`src/rtl/alu_pkg.sv`:
```
// alu_pkg: opcode encoding and flag bit positions shared by the issue unit and flag logic
package alu_pkg;
  typedef enum logic [3:0] {
    OP_ADD = 4'd0,
    OP_SUB = 4'd1,
    OP_AND = 4'd2,
    OP_OR  = 4'd3,
    OP_NOR = 4'd4,
    OP_XOR = 4'd5,
    OP_LSL = 4'd6,
    OP_LSR = 4'd7,
    OP_ASR = 4'd8
  } op_e;
  localparam logic [3:0] OP_LAST = 4'd8;
  localparam int FLAG_N = 3;
  localparam int FLAG_Z = 2;
  localparam int FLAG_C = 1;
  localparam int FLAG_V = 0;
endpackage

```
`src/rtl/alu_flags.sv`:
```
// alu_flags: combinational {N,Z,C,V} generation; carry/overflow come from a private add/sub
module alu_flags import alu_pkg::*; #(
  parameter int N = 32
) (
  input  logic [N-1:0] a_i,
  input  logic [N-1:0] b_i,
  input  logic [N-1:0] y_i,
  input  logic [3:0]   op_i,
  input  logic         err_i,
  output logic [3:0]   flags_o
);
  logic         sub;
  logic         arith;
  logic [N:0]   sum;
  always_comb begin
    sub = op_i == OP_SUB;
    arith = !err_i && (op_i == OP_ADD || sub);
    sum = {1'b0, a_i} + {1'b0, sub ? ~b_i : b_i} + {{N{1'b0}}, sub};
    flags_o = '0;
    flags_o[FLAG_N] = y_i[N-1];
    flags_o[FLAG_Z] = y_i == '0;
    flags_o[FLAG_C] = arith & sum[N];
    flags_o[FLAG_V] = arith & (a_i[N-1] ^ sum[N-1]) & ~(a_i[N-1] ^ b_i[N-1] ^ sub);
  end
endmodule

```
`src/rtl/alu_issue_unit.sv`:
```
// alu_issue_unit: two-stage valid/ready pipeline around an external combinational ALU
module alu_issue_unit import alu_pkg::*; #(
  parameter int N = 32
) (
  input  logic         clk,
  input  logic         reset,
  input  logic         in_valid,
  output logic         in_ready,
  input  logic [3:0]   in_op,
  input  logic [N-1:0] in_a,
  input  logic [N-1:0] in_b,
  output logic [N-1:0] alu_a,
  output logic [N-1:0] alu_b,
  output logic [3:0]   alu_ctrl,
  input  logic [N-1:0] alu_y,
  output logic         out_valid,
  input  logic         out_ready,
  output logic [N-1:0] out_y,
  output logic [3:0]   out_flags,
  output logic         out_err,
  output logic [15:0]  op_count
);
  logic         s1_valid_q, s1_valid_d, s1_err_q, s1_err_d;
  logic [N-1:0] a_q, a_d, b_q, b_d;
  logic [3:0]   ctrl_q, ctrl_d;
  logic         s2_valid_q, s2_valid_d, err_q, err_d;
  logic [N-1:0] y_q, y_d, y_s1;
  logic [3:0]   flags_q, flags_d, flags_s1;
  logic [15:0]  cnt_q, cnt_d;
  logic         s1_adv, s2_adv, take, legal;
  // illegal ops reach S2 as a zero result so Z is the only flag they raise
  assign y_s1 = s1_err_q ? '0 : alu_y;
  alu_flags #(.N(N)) u_flags (
    .a_i    (a_q),
    .b_i    (b_q),
    .y_i    (y_s1),
    .op_i   (ctrl_q),
    .err_i  (s1_err_q),
    .flags_o(flags_s1)
  );
  always_comb begin
    s2_adv = !s2_valid_q || out_ready;
    s1_adv = !s1_valid_q || s2_adv;
    take = in_valid && s1_adv;
    legal = in_op <= OP_LAST;
    s1_valid_d = s1_adv ? in_valid : s1_valid_q;
    a_d = take ? in_a : a_q;
    b_d = take ? in_b : b_q;
    ctrl_d = take ? (legal ? in_op : 4'd0) : ctrl_q;
    s1_err_d = take ? !legal : s1_err_q;
    s2_valid_d = s2_adv ? s1_valid_q : s2_valid_q;
    y_d = s2_adv && s1_valid_q ? y_s1 : y_q;
    flags_d = s2_adv && s1_valid_q ? flags_s1 : flags_q;
    err_d = s2_adv && s1_valid_q ? s1_err_q : err_q;
    cnt_d = cnt_q + {15'd0, s2_valid_q && out_ready};
  end
  always_ff @(posedge clk) begin
    if (reset) begin
      s1_valid_q <= 1'b0;
      s1_err_q <= 1'b0;
      a_q <= '0;
      b_q <= '0;
      ctrl_q <= '0;
      s2_valid_q <= 1'b0;
      y_q <= '0;
      flags_q <= '0;
      err_q <= 1'b0;
      cnt_q <= '0;
    end else begin
      s1_valid_q <= s1_valid_d;
      s1_err_q <= s1_err_d;
      a_q <= a_d;
      b_q <= b_d;
      ctrl_q <= ctrl_d;
      s2_valid_q <= s2_valid_d;
      y_q <= y_d;
      flags_q <= flags_d;
      err_q <= err_d;
      cnt_q <= cnt_d;
    end
  end
  assign in_ready = s1_adv;
  assign alu_a = a_q;
  assign alu_b = b_q;
  assign alu_ctrl = ctrl_q;
  assign out_valid = s2_valid_q;
  assign out_y = y_q;
  assign out_flags = flags_q;
  assign out_err = err_q;
  assign op_count = cnt_q;
endmodule

```
`config.mk`:
```
export PLATFORM = sky130hd
export DESIGN_NAME = alu_issue_unit
export DESIGN_NICKNAME = d
export VERILOG_FILES = /design/src/rtl/alu_pkg.sv /design/src/rtl/alu_flags.sv /design/src/rtl/alu_issue_unit.sv
export SDC_FILE = /design/constraint.sdc
export NUM_CORES = 1
export LEC_CHECK = 0
export BUFFER_PORTS_ARGS = -buffer_cell sky130_fd_sc_hd__buf_2
export CAP_MARGIN = 20
export CORE_MARGIN = 2
export CORE_UTILIZATION = 45
export DETAILED_ROUTE_END_ITERATION = 6
export PLACE_DENSITY = 0.76
export SLEW_MARGIN = 0
export SYNTH_ARGS = -nofsm -noshare
export SYNTH_HDL_FRONTEND = slang
export SYNTH_HIERARCHICAL = 1
export SYNTH_SLANG_ARGS = --single-unit
```
`constraint.sdc`:
```
create_clock -name clk -period 4.55 [get_ports clk]
set_input_delay 0.455 -clock clk [delete_from_list [all_inputs] [get_ports clk]]
set_output_delay 0.455 -clock clk [all_outputs]
set_load 0.005 [all_outputs]
```
==> results.ini, run 1 <==
[logic_synthesis]
synth.most_common_cell = a21oi_1
synth_top_area_share_pct = 39.77
synthFlopType = dfxtp_1
syn_inst = 764
synth_edf_count = 0
yosysUniqueCellTypes = 52
synth_seq_cells = 124
ys_warn_count = 6
netlist_area_mm2 = 0.006242
avgSynthCellArea_um2 = 8.170
async_reset_ff_share_pct = 0
synth_common_cells = a21oi_1 (128), dfxtp_1 (124), nand3_1 (114), o21ai_0 (114), clkbuf_1 (43)
synth_area_leaders = dfxtp_1 (40%), a21oi_1 (10%), nand3_1 (9.1%)
synth_largest_area_cell = dfxtp_1
yosysSeqAreaShare_pct = 39.77
syn_nets = 902

[critical_path]
criticalPathCategory = reg -> reg
crit_arrival_ns = 4.15
crit_fanout = 32
reg2regPathDepth = 12
reg2reg_slack_ns = 0.73
worstPathRequired_ns = 4.89
endpoint_kind = flip-flop
setup.worst_path.start_class = flip-flop

[clocking]
cts_max_path_buffers = 2
cts.repair.resized = 0
h-tree-depth = 4
cts-root-buf = clkbuf_16
cts_hold_buffers = 0
cts_tree = built
numCtsBuffers = 17
worstSkewPairLatency_ns = 0.41
clkTransAtPathRegs_ns = 0.05
cts_sinks = 124
cts_setup_buffers = 0

[timing]
finalHoldViolCount = 0
setup_viol = 0
max_slew.worst_pin.slew_ns = 1.056
skew_ns = 0.008019
slew_headroom_pct = 29.63
slew_violations = 0
fin_setup_tns_ns = 0
finalCriticalPeriod_ns = 3.816
clock.fmax_ghz = 0.2620
post-route-period-util_pct = 83.88
grt_setup_unrepaired = no

[cells_and_area]
fillers = 1265
final_util_pct = 58.28
multiInputGateArea_mm2 = 0.003432
seqCellArea_mm2 = 0.002482
num_antenna_cells = 0
final_nets = 1087
area_delta_synth_final_pct = 28.08
drive_gt1_share_pct = 29.00

[routing]
postRouteAntennaNets = 0
via_count = 6394
dr.first_iter.drc_count = 376
wl_per_cell_um = 15.27
viasPerCell = 5.599
drc = 0
firstDrtPassIters = 5
wl_mm = 17.44

[global_routing]
grt_pass1_wl_mm = 26.91
grt_overflow = 0
grt_start_max_net_pins = 88
antenna_found_initial = 0
track_usage_pct = 22.44
grt_pass1_vias = 5503

[floorplan]
die_h_um = 121.8
start_util_pct = 45.50
die_x_um = 121.8
core-area_mm2 = 0.01372
fp-row-count = 43
die_area_mm2 = 0.01483
ios = 227

[placed_design]
portBuffers = 226
dpl.hpwl_mm = 11.63
gp_congestion = 0.8040

[worst_hold_path]
hold_depth = 3
hold_path_class = in -> reg

[pwr]
p_leak_uw = 0.003586
p_per_area_mw_per_mm2 = 367.7
ir_drop_uv = 265.2

[outcome]
status = finished clean

[flow_run]
maxCapViolCount = 0

[state kept, by name (all words and copies together) (netlist names)]
name and count:
alu_a 32, alu_b 32, alu_ctrl 4, op_count 16
out_err 1, out_flags 4, out_valid 1, out_y 32
s1_err_q 1, s1_valid_q 1
[layout make-up]
cell class,instances,area share [%]
clock buffer,26,6.495
clock inverter,6,1.315
inverter,10,0.4695
multi-input combinational,562,42.93
sequential,124,31.05
tap,180,2.817
timing repair buffer,234,14.93
[metal layers]
layer	track usage (%)	share of wire [%]
met5	0	0
met4	5.172	0.99
met3	7.257	8.5
met2	35.89	46
met1	29.56	44
[report_power, final]
part / leakage (uW) / switching (uW) / internal [uW]
clock: 0.000310 / 466 / 947
combinational: 0.00226 / 192 / 157
sequential: 0.00102 / 40.2 / 1140
[final timing paths]
kind | from | endpoint
setup reg to reg | alu_ctrl[1]$_SDFFE_PP0P_ | out_flags[0]$_SDFFE_PP0P_
hold reg to reg | out_y[6]$_SDFFE_PP0P_ | out_y[6]$_SDFFE_PP0P_
setup / recovery | alu_ctrl[1]$_SDFFE_PP0P_ | out_flags[0]$_SDFFE_PP0P_
hold / removal | in_b[31] | alu_b[31]$_SDFFE_PP0P_
[critical path, cell delays in order, from the launching register on]
cell and delay [ns]:
dfxtp_1 0.32, or4b_2 1.15, xnor2_1 0.27, ha_1 0.36, a21o_1 0.21, a31o_1 0.19
a221o_1 0.38, a211o_1 0.27, o21ai_1 0.15, a211oi_2 0.05, mux2i_1 0.17, nand3_1 0.09
a21oi_1 0.13
[placed cells by master, fill, tap and decap left out, types with 3 or more instances in the layout]
| master | n |
|---|---|
| a21o_1 | 3 |
| a21oi_1 | 128 |
| and3_1 | 4 |
| buf_2 | 225 |
| buf_4 | 9 |
| bufinv_16 | 3 |
| clkbuf_1 | 3 |
| clkbuf_16 | 17 |
| clkbuf_8 | 6 |
| clkinv_2 | 3 |
| dfxtp_1 | 124 |
| ha_1 | 34 |
| inv_1 | 8 |
| mux2_2 | 4 |
| nand2_1 | 10 |
| nand3_1 | 114 |
| nand4_1 | 8 |
| nand4b_1 | 5 |
| nor2_1 | 15 |
| nor2b_1 | 37 |
| nor4_1 | 15 |
| o21ai_0 | 114 |
| o31ai_1 | 4 |
| or4_1 | 4 |
| xnor2_1 | 32 |
[kinds of logic (layout without fill, tap and decap cells)]
logic type | count (synthesis) | in the layout | share of synthesized area (%)
adders and majority gates | 34 | 34 | 6.815
DFF | 124 | 124 | 39.77
muxes | 5 | 5 | 0.8819
AOI/OAI and AO/OA | 263 | 263 | 22.29
and+or+nand+nor | 226 | 226 | 20.16
xor gates and xnor gates | 34 | 34 | 4.771
buffers and inverters | 78 | 276 | 5.311
[per-stage QoR]
step	hold WS [ns]	worst slack (ns)	cell area, um2	power [uW]	cells
after floorplan	0.4701	1.208	6242	1406	764
after global placement	0.4570	0.7961	7371	1541	1110
after detailed placement	0.4649	0.7002	7371	1548	1110
after CTS	0.2868	0.6979	7995	2965	1142
after global routing	0.3027	0.5104	7995	3063	1142
final	0.3013	0.7336	7995	2940	1142
No activity file was read; power rests on OpenSTA's default activity.
==> inputs of run 2 (changes only) <==
Settings changed: PLACE_DENSITY 0.76 to 0.79.
Clock period 4.55 ns to 3.3 ns, I/O delays scaled along.
==> run 2 against run 1 <==
Against the previous run:
- critical path depth rose by 3
- final cell count up 0.96%
- first-iteration DRC count grew 0.80%
- hold slack got worse by 0.11 ns
- register-to-register slack worse by 0.61 ns
- sequential power grew 38%
- global-route usage grew 1.1 points
- combinational power rose by 46%
- power up 28%
- critical endpoint is now out_flags[1]$_SDFFE_PP0P_
==> results.ini, run 2 (same netlist as run 1, synthesis figures left out) <==
[outcome]
status = finished clean  ; unchanged

[critical_path]
critPathCapture = out_flags[1]$_SDFFE_PP0P_  ; was out_flags[0]$_SDFFE_PP0P_
startpoint = alu_ctrl[1]$_SDFFE_PP0P_  ; unchanged
crit-reg2reg-launch = alu_ctrl[1]$_SDFFE_PP0P_  ; unchanged
reg2reg_slack_ns = 0.12  ; was 0.73 ns
worstPathRequired_ns = 3.54  ; was 4.89 ns
criticalPathCategory = reg -> reg  ; unchanged
setup.worst_path.start_class = flip-flop  ; unchanged
reg2regPathDepth = 15  ; was 12
crit_arrival_ns = 3.42  ; was 4.15 ns
r2r_end = out_flags[1]$_SDFFE_PP0P_  ; was out_flags[0]$_SDFFE_PP0P_
endpoint_kind = flip-flop  ; unchanged
crit_fanout = 18  ; was 32

[routing]
postRouteAntennaNets = 0  ; unchanged
viasPerCell = 5.613  ; was 5.599
firstDrtPassIters = 5  ; unchanged
drc = 0  ; unchanged
via_count = 6472  ; was 6394
wl_per_cell_um = 15.69  ; was 15.27 um
dr.first_iter.drc_count = 379  ; was 376
wl_mm = 18.09  ; was 17.44 mm

[timing]
finalHoldViolCount = 0  ; unchanged
setup_viol = 0  ; unchanged
slew_headroom_pct = 30.24  ; was 29.63%
slew_violations = 0  ; unchanged
fin_setup_tns_ns = 0  ; unchanged
hold_ws_ns = 0.1875  ; was 0.3013 ns
max_slew.worst_pin.slew_ns = 1.045  ; was 1.056 ns
setup_slack_ns = 0.1204  ; was 0.7336 ns
skew_ns = 0.01027  ; was 0.008019 ns
grt_setup_unrepaired = yes  ; was no
post-route-period-util_pct = 96.35  ; was 83.88%
clock.fmax_ghz = 0.3145  ; was 0.2620 GHz
finalCriticalPeriod_ns = 3.180  ; was 3.816 ns

[pwr]
p_leak_uw = 0.003663  ; was 0.003586 uW
ir_drop_uv = 284.3  ; was 265.2 uV
combPwrFrac_pct = 13.5  ; was 11.9%
power.switching_uw = 950.8  ; was 698.2 uW
seqPwrFrac_pct = 43.5  ; was 40.1%
p_per_area_mw_per_mm2 = 463.8  ; was 367.7 mW/mm2
switching_share_pct = 25.34  ; was 23.75%
p_clk_share_pct = 43.0  ; was 48.1%
internal_power_uw = 2801  ; was 2241 uW

[cells_and_area]
final_nets = 1101  ; was 1087
drive_gt1_share_pct = 30.76  ; was 29.00%
fillers = 1271  ; was 1265
final_common_cell = buf_2  ; unchanged
final_cell_mix = buf_2 (225), a21oi_1 (126), dfxtp_1 (124), nand3_1 (114), o21ai_0 (112)  ; was buf_2 (225), a21oi_1 (128), dfxtp_1 (124), nand3_1 (114), o21ai_0 (114)
area_delta_synth_final_pct = 29.59  ; was 28.08%

[floorplan]
ios = 227  ; unchanged
die_x_um = 121.8  ; unchanged
die_h_um = 121.8  ; unchanged
die_area_mm2 = 0.01483  ; unchanged
fp-row-count = 43  ; unchanged
core-area_mm2 = 0.01372  ; unchanged
start_util_pct = 45.50  ; unchanged

[clocking]
worstSkewPairLatency_ns = 0.41  ; about the same
cts_tree = built  ; unchanged
clkTransAtPathRegs_ns = 0.05  ; about the same
cts_sinks = 124  ; unchanged
cts_max_path_buffers = 2  ; unchanged
numCtsBuffers = 17  ; unchanged
cts-root-buf = clkbuf_16  ; unchanged
h-tree-depth = 4  ; unchanged
cts_hold_buffers = 0  ; unchanged

[global_routing]
met2_usage_pct = 38.41  ; was 35.89%
antenna_found_initial = 2  ; was 0
grt_start_max_net_pins = 84  ; was 88
use_met1_pct = 29.44  ; was 29.56%
grt_use_met3_pct = 8.942  ; was 7.257%
grt_overflow = 0  ; unchanged
gr-max-usage-layer = met2  ; unchanged
grt_pass1_vias = 5825  ; was 5503
track_usage_pct = 23.57  ; was 22.44%
grt_pass1_wl_mm = 28.19  ; was 26.91 mm

[placed_design]
post-place-ws_ns = -0.09414  ; was 0.7002 ns
dpl.hpwl_mm = 12.21  ; was 11.63 mm
portBuffers = 226  ; unchanged
gp_congestion = 0.8128  ; was 0.8040

[worst_hold_path]
hold_depth = 3  ; unchanged
hold_path_class = in -> reg  ; unchanged

[flow_run]
maxCapViolCount = 0  ; unchanged

[run 2: changes by cell type in the layout (fill, tap and decap cells not counted), moves of 3 or more]
| cell | before | now |
|---|---|---|
| buf_4 | 9 | 21 |
| bufinv_16 | 3 | 0 |
| clkbuf_8 | 6 | 3 |
| xnor2_1 | 32 | 27 |
| xnor2_2 | 0 | 5 |
[run 2: stage by stage]
stage	instance area (um2)	total power, uW	util [%]	instances
after floorplan	6243	1939	-	764
after global placement	7473	2136	54.47	1122
after detailed placement	7473	2148	54.47	1122
after CTS	8003	3764	58.33	1150
after global routing	8087	3905	58.94	1152
final	8089	3752	58.96	1153
[run 2: critical path, cell delays in order, from the launching register on]
cell and delay [ns]:
dfxtp_1 0.31, or4b_4 0.54, buf_12 0.17, buf_12 0.16
xnor2_2 0.14, ha_1 0.32, a21oi_2 0.17, o221ai_2 0.11
a32oi_1 0.25, o21ai_2 0.11, buf_4 0.15, o211ai_1 0.19
nand3_1 0.09, and3_1 0.15, nand3_1 0.07, a21oi_1 0.06
[run 2: power by group through the flow]
stage	clock network [uW]	logic (uW)	registers, uW
3_3_place_gp	0	478	1660
3_5_place_dp	0	489	1660
4_1_cts	1640	498	1630
6_report	1610	508	1630
5_1_grt	1700	567	1640
2_1_floorplan	0	290	1650
[run 2: cell type report]
class | instances | area (um2) | share of cell area, %
timing repair buffer | 248 | 1324 | 16.37
antenna | 1 | 2.502 | 0.03094
multi-input combinational | 562 | 3517 | 43.48
sequential | 124 | 2482 | 30.69
tap | 180 | 225.2 | 2.784
clock buffer | 25 | 485.5 | 6.002
clock inverter | 3 | 15.01 | 0.1856
inverter | 10 | 37.54 | 0.4640
[run 2: worst min path at each step]
stage | slack (ns) | from | end
finish | 0.19 | in_a[22] | alu_a[22]$_SDFFE_PP0P_
global route | 0.17 | in_a[3] | alu_a[3]$_SDFFE_PP0P_
floorplan | 0.47 | out_flags[3]$_SDFFE_PP0P_ | out_flags[3]$_SDFFE_PP0P_
detailed placement | 0.47 | out_err$_SDFFE_PP0P_ | out_err$_SDFFE_PP0P_
CTS | 0.17 | in_b[27] | alu_b[27]$_SDFFE_PP0P_
global placement | 0.46 | out_err$_SDFFE_PP0P_ | out_err$_SDFFE_PP0P_
[run 2: routing by layer]
| metal | wire length [um] | vias to the layer above |
|---|---|---|
| li1 | - | 3171 |
| met3 | 1624 | 18 |
| met5 | 0 | - |
| met2 | 8654 | 253 |
| met1 | 7638 | 3030 |
| met4 | 173 | 0 |
[run 2: timing repair]
action	4_1_cts	5_1_grt
setup buffers	0	2
pin swaps	2	5
resized for setup	5	14
endpoints found under the setup margin	2	2
